$ cat config.mk
export PLATFORM = sky130hd
export DESIGN_NAME = wait_pulse_detect
export DESIGN_NICKNAME = d
export VERILOG_FILES = /design/src/rtl/wait_pulse_detect.sv
export SDC_FILE = /design/constraint.sdc
export NUM_CORES = 1
export LEC_CHECK = 0
export CELL_PAD_IN_SITES_DETAIL_PLACEMENT = 1
export CELL_PAD_IN_SITES_GLOBAL_PLACEMENT = 2
export CORE_ASPECT_RATIO = 1.75
export CORE_MARGIN = 2
export CORE_UTILIZATION = 30
export CTS_CLUSTER_DIAMETER = 200
export DETAILED_ROUTE_END_ITERATION = 16
export PLACE_DENSITY_LB_ADDON = 0.1
export SLEW_MARGIN = 20
export SYNTH_ARGS = -nofsm -noshare
export SYNTH_HDL_FRONTEND = slang
export SYNTH_SLANG_ARGS = --single-unit
$ cat constraint.sdc
create_clock -name clk -period 1.64 [get_ports clk]
set_input_delay 0.492 -clock clk [delete_from_list [all_inputs] [get_ports clk]]
set_output_delay 0.492 -clock clk [all_outputs]
set_load 0.01 [all_outputs]
$ cat src/rtl/wait_pulse_detect.sv
// Receive-side checker for the high/low/high wait pattern: measures each line
// segment against SEG +/- TOL and strobes detected or error.
module wait_pulse_detect #(
  parameter int unsigned SEG = 16384,
  parameter int unsigned TOL = 16
) (
  input  logic        clk,
  input  logic        reset,
  input  logic        enable,
  input  logic        din,
  output logic        detected,
  output logic        error,
  output logic        busy,
  output logic [15:0] width
);
  // state | meaning
  // IDLE  | waiting for an enabled rising edge on din
  // HI1   | measuring the first high segment
  // GAP   | measuring the low gap between the pulses
  // HI2   | measuring the second high segment
  typedef enum logic [1:0] {IDLE, HI1, GAP, HI2} state_t;

  localparam logic [16:0] WIN_LO = 17'(SEG - TOL);
  localparam logic [16:0] WIN_HI = 17'(SEG + TOL);
  localparam logic [15:0] OVR_W  = 16'(SEG + TOL + 1);

  state_t      state_q, state_d;
  logic [15:0] cnt_q, cnt_d;
  logic [15:0] width_q, width_d;
  logic        din_q;
  logic        detected_q, detected_d;
  logic        error_q, error_d;
  logic        busy_q, busy_d;
  logic [15:0] cnt_inc;
  logic        rise, fall, in_win, at_max, seg_end;

  assign rise    = din & ~din_q;
  assign fall    = ~din & din_q;
  assign cnt_inc = (cnt_q == 16'hFFFF) ? cnt_q : cnt_q + 16'd1;
  assign in_win  = ({1'b0, cnt_q} >= WIN_LO) && ({1'b0, cnt_q} <= WIN_HI);
  // One more sample at the current level would push the count past the window.
  assign at_max  = ({1'b0, cnt_q} >= WIN_HI);
  assign seg_end = (state_q == GAP) ? rise : fall;

  always_comb begin
    state_d    = state_q;
    cnt_d      = cnt_q;
    width_d    = width_q;
    detected_d = 1'b0;
    error_d    = 1'b0;
    if (!enable) begin
      state_d = IDLE;
      cnt_d   = '0;
    end else begin
      case (state_q)
        IDLE: begin
          cnt_d = '0;
          if (rise) begin
            state_d = HI1;
            cnt_d   = 16'd1;
          end
        end
        HI1, GAP, HI2: begin
          if (seg_end) begin
            width_d = cnt_q;
            cnt_d   = 16'd1;
            if (!in_win) begin
              error_d = 1'b1;
              state_d = IDLE;
              cnt_d   = '0;
            end else if (state_q == HI1) begin
              state_d = GAP;
            end else if (state_q == GAP) begin
              state_d = HI2;
            end else begin
              detected_d = 1'b1;
              state_d    = IDLE;
              cnt_d      = '0;
            end
          end else if (at_max) begin
            width_d = OVR_W;
            error_d = 1'b1;
            state_d = IDLE;
            cnt_d   = '0;
          end else begin
            cnt_d = cnt_inc;
          end
        end
        default: begin
          state_d = IDLE;
          cnt_d   = '0;
        end
      endcase
    end
    busy_d = (state_d != IDLE);
  end

  always_ff @(posedge clk) begin
    if (!reset) begin
      state_q    <= IDLE;
      cnt_q      <= '0;
      width_q    <= '0;
      din_q      <= 1'b1;
      detected_q <= 1'b0;
      error_q    <= 1'b0;
      busy_q     <= 1'b0;
    end else begin
      state_q    <= state_d;
      cnt_q      <= cnt_d;
      width_q    <= width_d;
      din_q      <= din;
      detected_q <= detected_d;
      error_q    <= error_d;
      busy_q     <= busy_d;
    end
  end

  assign detected = detected_q;
  assign error    = error_q;
  assign busy     = busy_q;
  assign width    = width_q;
endmodule

==> results.md <==
* Status: complete, no violations
* Slowest stage delay, CP at 0.35 ns
* Seq cells post-synth at 38
* Area growth from synthesis to layout at 64.0%
* Critical Path Fanout Max at 6
* Final cell count without fillers at roughly 340
* Layout cells sized above 1 at between 40% and 50%
* Clk slew on worst S/H paths at roughly 0.090 ns
* Drt initial violations at 47
* CP max-delay cell: dfxtp_2
* Clk_lat worst skew at ~0.3 ns
* Clk buf depth at 2
* Max Fclk at around 620 MHz
* Hold_ws at 0.543 ns
* Clock sinks at 38
* CTS tree: yes
* Port Buffers at 22
* Final setup fails at 0
* Core footprint at around 5600 µm²
* # Max-Cap Violations at 0
* Clock Skew at around 0.0096 ns
* GRT Overall Usage at between 20 and 25%
* WP buf/inv at 2
* FFs w/ async S/R, synth at 0%
* Num ports at 23
* Global-route wire length before repair at about 9600 µm
* Required @ worst endpoint at approximately 1.9 ns
* Placed cell count at around 320
* Max IR drop VDD at ~0.34 mV
* Post-Syn Nets at between 200 and 250
* CTS Buf Count at 5
* Avg Inst Size Synth at between 9 and 10 µm²
* Die Width at ~62 µm
* RSZ-0062 raised after global routing: yes
* DRC at 0
* Mapped cell area at roughly 1800 µm²
* Ant diodes at 0
* Number of synthesized flops with an enable pin at 0
* Reg-to-reg slack, setup at ~0.016 ns
* Site row count at 36
* HP Class: flop to flop
* Yosys synthesis warning count at 0
* Hold Fails Final Rpt at 0
* Drt pass-1 iters at 4
* Wire per inst at about 18 µm
* Crit-path cells: nor4_4, buf_4, a41oi_4, o21ai_4, buf_6, a22oi_2, nor2b_1
* Final-stage net count at 276
* Post-Syn Instances at 194
* Area after DPL at about 2300 µm²
* Initial antenna violation count at 0
* Crit path arrival time at approximately 1.9 ns
* Most common cell after layout, fill and taps aside: buf_4
* Post-synth cell types at 37
* Final Instance Area at 2880 µm²
* GPL Wtd Cong at 0.812
* Initial core utilization at a little over 30%
* Grt ovf at 0
* H-Tree Depth at 2
* Largest net degree at the start of global routing at 15
* Die H at around 110 µm
* Vias in the first global route at 1874
* Max-slew violations at 0
* Tcrit/Tclk final at 99.0%
* Root Driver: clkbuf_8
* Post-CTS Hold Fix Bufs at 0
* Via-to-Cell Ratio at between 5 and 6
* Commonest register cell after synthesis: dfxtp_1
* Sequential element share of the synthesized area at a little over two fifths
* Number of routed nets with antenna violations at 0
* Die area at around 6500 µm²
* Post-layout min period at between 1.5 and 2 ns
* CP top delay family: compound AO/OA/AOI/OAI gates
* Pwr dens at around 720 nW/µm²
* Hpwl dp at 4300 µm
* Routed vias at 1717
* Final WL at 6060 µm
* CP Launch Type: flop
* CP endpoint kind: flop
* WS Path Type: flop to flop
* Most frequent cells in the layout: 37 x buf_4, 30 x dfxtp_1, 22 x nor2_1
* Leak at between 1 and 1.5 nW
-- registers in the layout, indices dropped and copies added, names as in the netlist --
register	count
din_q	1
cnt_q	16
state_q	2
busy	1
error	1
detected	1
width	16
-- worst register-to-register path, stage by stage, from the launching register on --
cell and delay, ns:
dfxtp_2 0.35, nor4_4 0.25, buf_4 0.18, a41oi_4 0.17
o21ai_4 0.23, buf_6 0.16, a22oi_2 0.08, nor2b_1 0.14
-- cell usage after synthesis, types with 4 or more instances --
cell type / number / share of area (%)
clkbuf_1: 4 / 0.86
inv_1: 8 / 1.7
a22oi_1: 14 / 6.0
a21oi_1: 4 / 1.1
ha_1: 6 / 4.3
nor4_1: 5 / 1.8
nor2b_1: 15 / 5.3
nand2_1: 10 / 2.1
xnor2_1: 9 / 4.5
nor2_1: 26 / 5.6
nand3_1: 6 / 1.7
nand4_1: 5 / 1.8
o21ai_0: 4 / 1.1
xor2_1: 4 / 2.0
dfxtp_1: 38 / 43
-- repair_timing --
item | CTS | global route
setup buffers | 8 | 6
setup endpoints to repair | 55 | 23
resized for setup | 57 | 36
pin swaps | 10 | 17
-- metal layers --
layer	track usage, %	up-vias	wire [µm]
li1	-	824	-
met5	0	-	0
met1	20.2	856	2070
met3	3.34	10	97
met2	38.1	27	3780
met4	6.99	0	106
-- worst paths after layout --
path                          startpoint                    end  depth (start not counted)
hold / removal     width[4]$_SDFFE_PN0P_  width[4]$_SDFFE_PN0P_                          1
hold reg to reg    width[4]$_SDFFE_PN0P_  width[4]$_SDFFE_PN0P_                          1
setup / recovery  cnt_q[12]$_SDFFE_PN0P_  width[3]$_SDFFE_PN0P_                          7
setup reg to reg  cnt_q[12]$_SDFFE_PN0P_  width[3]$_SDFFE_PN0P_                          7
-- kinds of logic (layout without fill, tap and decap cells) --
kind of cell	Yosys count	in the layout	synth area share, %
simple gates	79	79	23.5
compound gates	39	39	16.8
flops	38	38	43.4
buf+inv	18	91	5.35
xor+xnor	13	13	6.49
fa+ha+maj	6	6	4.28
other cells	1	1	0.214
-- final cells by class --
class                   instances  area (µm²)
flip-flops and latches         38         771
multi-input cells             138        1170
clock buffers                   5        68.8
clock inverters                 3        68.8
well taps                      76        95.1
inverters                       8        30.0
fillers                       659        2750
repair buffers                 75         671
-- power by group --
| group | internal (W) | leakage, nW | switching [W] |
|---|---|---|---|
| clock | 0.000610 | 0.0683 | 0.000370 |
| combinational | 0.0000836 | 0.734 | 0.0000874 |
| sequential | 0.000928 | 0.311 | 0.00000505 |
-- stage by stage --
stage / utilization [%] / TNS [ns] / power (W) / setup slack [ns]
floorplan: - / 0 / 0.00102 / 0.0215
global placement: 41.1 / -17.44 / 0.00108 / -0.615
detailed placement: 41.1 / -18.86 / 0.00108 / -0.750
CTS: 47.6 / 0 / 0.00208 / 0.00548
global route: 51.1 / -0.585 / 0.00215 / -0.0558
finish: 51.1 / 0 / 0.00208 / 0.0161
Note: power is estimated with default switching activity, not from simulation.
